File: src/rtl/clock_ctrl_pkg.sv
// Shared types and constants for the alarm-clock mode controller.
//   state_t  : controller states
//   btn_t    : result of the per-cycle button priority encode
//   *_W      : BCD digit widths for the hour/minute fields
package clock_ctrl_pkg;

  typedef enum logic [2:0] {
    RUN    = 3'd0,
    ADJ_TH = 3'd1,
    ADJ_TM = 3'd2,
    ADJ_AH = 3'd3,
    ADJ_AM = 3'd4,
    RING   = 3'd5
  } state_t;

  typedef enum logic [2:0] {
    BTN_NONE = 3'd0,
    BTN_C    = 3'd1,
    BTN_R    = 3'd2,
    BTN_L    = 3'd3,
    BTN_U    = 3'd4,
    BTN_D    = 3'd5
  } btn_t;

  localparam int unsigned H1_W              = 2;
  localparam int unsigned H2_W              = 4;
  localparam int unsigned M1_W              = 3;
  localparam int unsigned M2_W              = 4;
  localparam int unsigned RING_SECS_DEFAULT = 60;

  // Cyclic field order TH -> TM -> AH -> AM -> TH.
  function automatic state_t next_field(input state_t s);
    case (s)
      ADJ_TH:  return ADJ_TM;
      ADJ_TM:  return ADJ_AH;
      ADJ_AH:  return ADJ_AM;
      default: return ADJ_TH;
    endcase
  endfunction

  function automatic state_t prev_field(input state_t s);
    case (s)
      ADJ_TH:  return ADJ_AM;
      ADJ_TM:  return ADJ_TH;
      ADJ_AH:  return ADJ_TM;
      default: return ADJ_AH;
    endcase
  endfunction

endpackage

File: src/rtl/clock_mode_controller_ring_timer.sv
// Ring duration counter.
//   clk, rst : clock, async active-low reset
//   clear    : hold counter at zero (asserted whenever not ringing)
//   tick     : count one second
//   done     : combinational; high on the tick that completes RING_SECS
module ring_timer #(
  parameter int unsigned RING_SECS = 60
) (
  input  logic clk,
  input  logic rst,
  input  logic clear,
  input  logic tick,
  output logic done
);

  localparam int unsigned       CNT_W = $clog2(RING_SECS + 1);
  localparam logic [CNT_W-1:0]  LAST  = CNT_W'(RING_SECS - 1);

  logic [CNT_W-1:0] cnt_q, cnt_d;

  always_comb begin
    cnt_d = cnt_q;
    if (clear) begin
      cnt_d = '0;
    end else if (tick) begin
      cnt_d = cnt_q + 1'b1;
    end
  end

  always_ff @(posedge clk or negedge rst) begin
    if (!rst) begin
      cnt_q <= '0;
    end else begin
      cnt_q <= cnt_d;
    end
  end

  // Flagged on the final tick itself so the FSM leaves RING one cycle later.
  assign done = tick & ~clear & (cnt_q == LAST);

endmodule

File: src/rtl/clock_mode_controller.sv
// Alarm-clock mode sequencer: button pulses -> mode/field enables and
// inc/dec strobes; alarm match edge detection and ringing sequence.
//   clk, rst           : clock, async active-low reset
//   sec_tick           : one-cycle pulse per second
//   btn_c/l/r/u/d      : debounced one-cycle button pulses
//   cur_*, alm_*       : current and alarm time, BCD digits
//   adjust, en_*       : adjust mode and one-hot field enables
//   en_s               : seconds clear after a time edit
//   inc, dec           : one-cycle strobes to the selected field
//   armed, ring        : alarm armed flag and ringing indicator
//   show_alarm         : display shows alarm time (alarm fields selected)
module clock_mode_controller
  import clock_ctrl_pkg::*;
#(
  parameter int unsigned RING_SECS = RING_SECS_DEFAULT
) (
  input  logic            clk,
  input  logic            rst,
  input  logic            sec_tick,
  input  logic            btn_c,
  input  logic            btn_l,
  input  logic            btn_r,
  input  logic            btn_u,
  input  logic            btn_d,
  input  logic [H1_W-1:0] cur_h1,
  input  logic [H2_W-1:0] cur_h2,
  input  logic [M1_W-1:0] cur_m1,
  input  logic [M2_W-1:0] cur_m2,
  input  logic [H1_W-1:0] alm_h1,
  input  logic [H2_W-1:0] alm_h2,
  input  logic [M1_W-1:0] alm_m1,
  input  logic [M2_W-1:0] alm_m2,
  output logic            adjust,
  output logic            en_th,
  output logic            en_tm,
  output logic            en_ah,
  output logic            en_am,
  output logic            en_s,
  output logic            inc,
  output logic            dec,
  output logic            armed,
  output logic            ring,
  output logic            show_alarm
);

  state_t state_q, state_d;
  btn_t   btn;
  logic   match, match_q, match_rise;
  logic   armed_q, armed_d, ring_q, ring_d;
  logic   inc_q, inc_d, dec_q, dec_d, en_s_q, en_s_d;
  logic   adjust_q, en_th_q, en_tm_q, en_ah_q, en_am_q, show_q;
  logic   rt_clear, rt_tick, rt_done;

  always_comb begin
    btn = BTN_NONE;
    if      (btn_c) btn = BTN_C;
    else if (btn_r) btn = BTN_R;
    else if (btn_l) btn = BTN_L;
    else if (btn_u) btn = BTN_U;
    else if (btn_d) btn = BTN_D;
  end

  assign match      = (cur_h1 == alm_h1) && (cur_h2 == alm_h2) &&
                      (cur_m1 == alm_m1) && (cur_m2 == alm_m2);
  assign match_rise = match & ~match_q;

  // A button in RING consumes the tick, so it is neither counted nor toggles.
  assign rt_clear = (state_q != RING);
  assign rt_tick  = (state_q == RING) && sec_tick && (btn == BTN_NONE);

  ring_timer #(
    .RING_SECS (RING_SECS)
  ) u_ring_timer (
    .clk   (clk),
    .rst   (rst),
    .clear (rt_clear),
    .tick  (rt_tick),
    .done  (rt_done)
  );

  always_comb begin
    state_d = state_q;
    armed_d = armed_q;
    ring_d  = ring_q;
    inc_d   = 1'b0;
    dec_d   = 1'b0;
    case (state_q)
      RUN: begin
        if (btn == BTN_C) begin
          state_d = ADJ_TH;
        end else if (match_rise && armed_q) begin
          state_d = RING;
          ring_d  = 1'b1;
        end else if (btn == BTN_U) begin
          armed_d = ~armed_q;
        end
      end
      ADJ_TH, ADJ_TM, ADJ_AH, ADJ_AM: begin
        case (btn)
          BTN_C:   state_d = RUN;
          BTN_R:   state_d = next_field(state_q);
          BTN_L:   state_d = prev_field(state_q);
          BTN_U:   inc_d   = 1'b1;
          BTN_D:   dec_d   = 1'b1;
          default: state_d = state_q;
        endcase
      end
      RING: begin
        if (btn != BTN_NONE || rt_done) begin
          state_d = RUN;
          ring_d  = 1'b0;
        end else if (sec_tick) begin
          ring_d = ~ring_q;
        end
      end
      default: begin
        state_d = RUN;
        ring_d  = 1'b0;
      end
    endcase
  end

  assign en_s_d = ((state_q == ADJ_TH) || (state_q == ADJ_TM)) && (state_d == RUN);

  always_ff @(posedge clk or negedge rst) begin
    if (!rst) begin
      state_q  <= RUN;
      match_q  <= 1'b0;
      armed_q  <= 1'b0;
      ring_q   <= 1'b0;
      inc_q    <= 1'b0;
      dec_q    <= 1'b0;
      en_s_q   <= 1'b0;
      adjust_q <= 1'b0;
      en_th_q  <= 1'b0;
      en_tm_q  <= 1'b0;
      en_ah_q  <= 1'b0;
      en_am_q  <= 1'b0;
      show_q   <= 1'b0;
    end else begin
      state_q  <= state_d;
      match_q  <= match;
      armed_q  <= armed_d;
      ring_q   <= ring_d;
      inc_q    <= inc_d;
      dec_q    <= dec_d;
      en_s_q   <= en_s_d;
      // Decoded from the next state so enables line up with the state change.
      adjust_q <= (state_d == ADJ_TH) || (state_d == ADJ_TM) ||
                  (state_d == ADJ_AH) || (state_d == ADJ_AM);
      en_th_q  <= (state_d == ADJ_TH);
      en_tm_q  <= (state_d == ADJ_TM);
      en_ah_q  <= (state_d == ADJ_AH);
      en_am_q  <= (state_d == ADJ_AM);
      show_q   <= (state_d == ADJ_AH) || (state_d == ADJ_AM);
    end
  end

  assign adjust     = adjust_q;
  assign en_th      = en_th_q;
  assign en_tm      = en_tm_q;
  assign en_ah      = en_ah_q;
  assign en_am      = en_am_q;
  assign en_s       = en_s_q;
  assign inc        = inc_q;
  assign dec        = dec_q;
  assign armed      = armed_q;
  assign ring       = ring_q;
  assign show_alarm = show_q;

endmodule

File: config.mk
export PLATFORM = sky130hd
export DESIGN_NAME = clock_mode_controller
export DESIGN_NICKNAME = d
export VERILOG_FILES = /design/src/rtl/clock_ctrl_pkg.sv /design/src/rtl/clock_mode_controller_ring_timer.sv /design/src/rtl/clock_mode_controller.sv
export SDC_FILE = /design/constraint.sdc
export NUM_CORES = 1
export LEC_CHECK = 0
export CAP_MARGIN = 20
export CELL_PAD_IN_SITES_DETAIL_PLACEMENT = 1
export CELL_PAD_IN_SITES_GLOBAL_PLACEMENT = 2
export CORE_MARGIN = 4
export CORE_UTILIZATION = 26
export CTS_BUF_LIST = sky130_fd_sc_hd__clkbuf_16
export CTS_CLUSTER_DIAMETER = 80
export DETAILED_ROUTE_END_ITERATION = 10
export GPL_TIMING_DRIVEN = 0
export MAX_ROUTING_LAYER = met4
export PLACE_DENSITY = 0.83
export SYNTH_ARGS = -nofsm -noshare
export SYNTH_HDL_FRONTEND = slang
export SYNTH_HIERARCHICAL = 1
export SYNTH_SLANG_ARGS = --single-unit
File: constraint.sdc
create_clock -name clk -period 3.1 [get_ports clk]
set_clock_uncertainty 0.1 [all_clocks]
set_input_delay 0.775 -clock clk [delete_from_list [all_inputs] [get_ports clk]]
set_output_delay 0.775 -clock clk [all_outputs]
set_load 0.05 [all_outputs]
==> impl_metrics.env, run 1 <==
export IMPL_endpoint="en_tm$_DFF_PN0_"
export IMPL_p_int_mw=0.6666
export IMPL_ff2ff_setup_slack_ps=480
export IMPL_grt_ovfl_total=0
export IMPL_num_rows=24
export IMPL_clk_latency_ps=250
export IMPL_slew_headroom_pct=36.34
export IMPL_initial_core_util_pct=27.74
export IMPL_io_buffers=43
export IMPL_crit_path_start_kind="input port"
export IMPL_worstReg2RegEnd="en_tm$_DFF_PN0_"
export IMPL_yosysSeqAreaShare_pct=42.34
export IMPL_root_buffer="clkbuf_16"
export IMPL_route_detailed_drc=0
export IMPL_gp_congestion=0.8221
export IMPL_cts_hold_repair_buffers=0
export IMPL_dr_total_vias=1185
export IMPL_grt_max_degree=22
export IMPL_antenna_found_initial=0
export IMPL_h_tree_depth=1
export IMPL_p_seq_share_pct=32.8
export IMPL_hold_viol=0
export IMPL_crit_path_start="btn_u"
export IMPL_grt_setup_unrepaired="false"
export IMPL_dieArea_um2=5943
export IMPL_drt_first_pass_iters=4
export IMPL_rr_worst_depth=12
export IMPL_synth_area_leaders="dfrtp_1 (42%), xnor2_1 (7.8%), xor2_1 (7.1%), nor2_1 (2.7%), nor4b_1 (2.1%)"
export IMPL_wl_per_cell_um=15.39
export IMPL_slew_violations=0
export IMPL_synth_edff_count=0
export IMPL_cap_violations=0
export IMPL_status="complete, no violations"
export IMPL_synth_simple_area_share_pct=28.02
export IMPL_n_antenna_cell=0
export IMPL_cts_path_max_buffers=2
export IMPL_drt_vias_per_instance=5.197
export IMPL_die_h_um=77.09
export IMPL_coreArea_um2=4474
export IMPL_synth_fa_ha_area_share_pct=1.008
export IMPL_yosysWarnings=6
export IMPL_p_sw_mw=0.3798
export IMPL_grt_pass1_vias=1334
export IMPL_synth_top_family_by_area="simple AND/OR/NAND/NOR gates"
export IMPL_first_iter_violations=34
export IMPL_routed_wirelength_mm=3.509
export IMPL_period_needed_ps=2894
export IMPL_layout_setup_ws_ps=206.1
export IMPL_crit_required_ps=3180
export IMPL_p_clk_share_pct=26.0
export IMPL_max_clock_freq_mhz=345.6
export IMPL_hp_class="reg -> reg"
export IMPL_synthMuxAreaShare_pct=0.8065
export IMPL_pre_cts_ws_ps=-957.9
export IMPL_yosysMostFrequentCell="dfrtp_1"
export IMPL_p_leak_nw=0.7669
export IMPL_clk_pin_slew_ps=60
export IMPL_critPathCaptureType="flop"
export IMPL_p_total_mw=1.046
export IMPL_synth_top_area_share_pct=42.34
export IMPL_final_net_count=212
export IMPL_critPathArrivalTime_ps=2980
export IMPL_async_flop_share_pct=100.0
export IMPL_period_share_pct=93.35
export IMPL_ys_flop_type="dfrtp_1"
export IMPL_critical_path_peak_fanout=5
export IMPL_synth_compound_area_share_pct=10.58
export IMPL_synthesis_nets=159
export IMPL_crit_type="in -> reg"
export IMPL_grt_pass1_wl_mm=5.975
export IMPL_synth_avg_cell_area_um2=10.01
export IMPL_ant_nets=0
export IMPL_drive_above_1_share_pct=13.64
export IMPL_io_pin_count=45
export IMPL_cts_tree="yes"
export IMPL_syn_area_um2=1241
export IMPL_switching_share_pct=36.30
export IMPL_syn_inst=124
export IMPL_p_per_area_nw_per_um2=555.3
export IMPL_combPwrFrac_pct=41.2
export IMPL_synth_xor_area_share_pct=14.82
export IMPL_cts_made_buffers=3
export IMPL_r2r_start="state_q[2]$_DFF_PN0_"
export IMPL_cts_sinks=21
export IMPL_peakVddDrop_v=0.0002021
export IMPL_area_growth_pct=51.81
export IMPL_ys_seq_elements=21
export IMPL_tightest_slew_ps=952.0
export IMPL_die_width_um=77.09
export IMPL_dp_hpwl_mm=2.833
export IMPL_synth_common_cells="dfrtp_1 (21), xnor2_1 (11), xor2_1 (10), nor2_1 (9), nand2_1 (5)"
export IMPL_grt_usage_pct=12.55
export IMPL_setup_viol=0
export IMPL_synth_area_leader_cell="dfrtp_1"
export IMPL_synth_cell_types=42
-- area by class of cell --
cell class	count	area, um2
multi-input cells	96	718.2
well taps	52	65.06
plain buffers	4	18.77
fillers	502	2590
inverters	3	11.26
repair buffers	48	465.4
clock inverters	1	5.005
clock buffers	3	75.07
flip-flops and latches	21	525.5
-- stage by stage --
step           utilization, %  std cells  setup TNS (ps)  area (um2)  hold slack (ps)
2_1_floorplan               -        124               0        1241            379.4
3_3_place_gp            38.81        219           -4634        1737            449.2
3_5_place_dp            38.81        219           -5702        1737            480.9
4_1_cts                 41.78        226               0        1869            495.2
5_1_grt                 42.11        228               0        1884            525.1
6_report                42.11        228               0        1884            488.3
-- cells in the final DEF (no fill, tap or decap), types with 4 or more instances in the layout --
cell,count
a21oi_1,4
clkdlybuf4s50_1,41
xor2_1,10
dfrtp_1,21
nor2_1,9
xnor2_1,11
buf_4,5
nor3_1,4
nand2_1,5
-- logic make-up (layout without fill, tap and decap cells) --
group / after synthesis / in the layout
flops: 21 / 21
compound gates: 18 / 18
mux: 1 / 1
simple gates: 55 / 55
xor+xnor: 21 / 21
buf+inv: 7 / 59
fa+ha+maj: 1 / 1
-- power groups by stage --
stage / Combinational (mW) / Clock [mW] / Sequential (mW)
global placement: 0.415 / 0 / 0.343
finish: 0.431 / 0.272 / 0.343
floorplan: 0.151 / 0 / 0.456
detailed placement: 0.424 / 0 / 0.346
global route: 0.464 / 0.293 / 0.347
CTS: 0.431 / 0.279 / 0.343
-- what timing repair did --
item	CTS	global route
gates resized for setup	8	0
pin swaps	3	5
buffers inserted	3	2
setup endpoints to repair	9	4
hold endpoints to repair	0	0
-- layer usage --
layer  vias to the layer above  global-route usage (%)  wire length [um]
li1                        556                       -                 -
met1                       577                   12.67              1319
met2                        45                   24.39              1933
met3                         7                   3.044               220
met4                         0                   2.491                36
met5                         -                       -                 0
-- how the worst min path moves through the flow --
| stage | from | endpoint | slack, ps | cells past startpoint |
|---|---|---|---|---|
| after floorplan | rst | adjust$_DFF_PN0_ | 380 | 0 |
| after global placement | u_ring_timer/cnt_q[4]$_DFFE_PN0P_ | u_ring_timer/cnt_q[4]$_DFFE_PN0P_ | 450 | 2 |
| after detailed placement | u_ring_timer/cnt_q[1]$_DFFE_PN0P_ | u_ring_timer/cnt_q[1]$_DFFE_PN0P_ | 480 | 2 |
| after CTS | u_ring_timer/cnt_q[5]$_DFFE_PN0P_ | u_ring_timer/cnt_q[5]$_DFFE_PN0P_ | 500 | 2 |
| after global routing | u_ring_timer/cnt_q[5]$_DFFE_PN0P_ | u_ring_timer/cnt_q[5]$_DFFE_PN0P_ | 530 | 2 |
| final | u_ring_timer/cnt_q[1]$_DFFE_PN0P_ | u_ring_timer/cnt_q[1]$_DFFE_PN0P_ | 490 | 2 |
-- sequential cells by signal, summed over array words and instances (netlist names) --
name and flops:
u_ring_timer/cnt_q 6, state_q 3, adjust 1, armed 1
dec 1, en_ah 1, en_am 1, en_s 1
en_th 1, en_tm 1, inc 1, match_q 1
ring 1, show_alarm 1
-- worst max-delay path: stages --
cell	delay, ps
clkdlybuf4s50_1	500
nor4_4	200
and3_4	230
nand2_1	100
nor4_2	200
nor3_1	80
nand3b_1	130
o21ai_0	130
a211o_1	360
buf_4	160
nor2b_1	110
Note: power is estimated with default switching activity, not from simulation.
==> run 2: changes to the inputs <==
CTS_CLUSTER_SIZE = 14   (was not set)
==> results of run 2 <==
The final DEF is identical to that of run 1; final timing and power are the same.
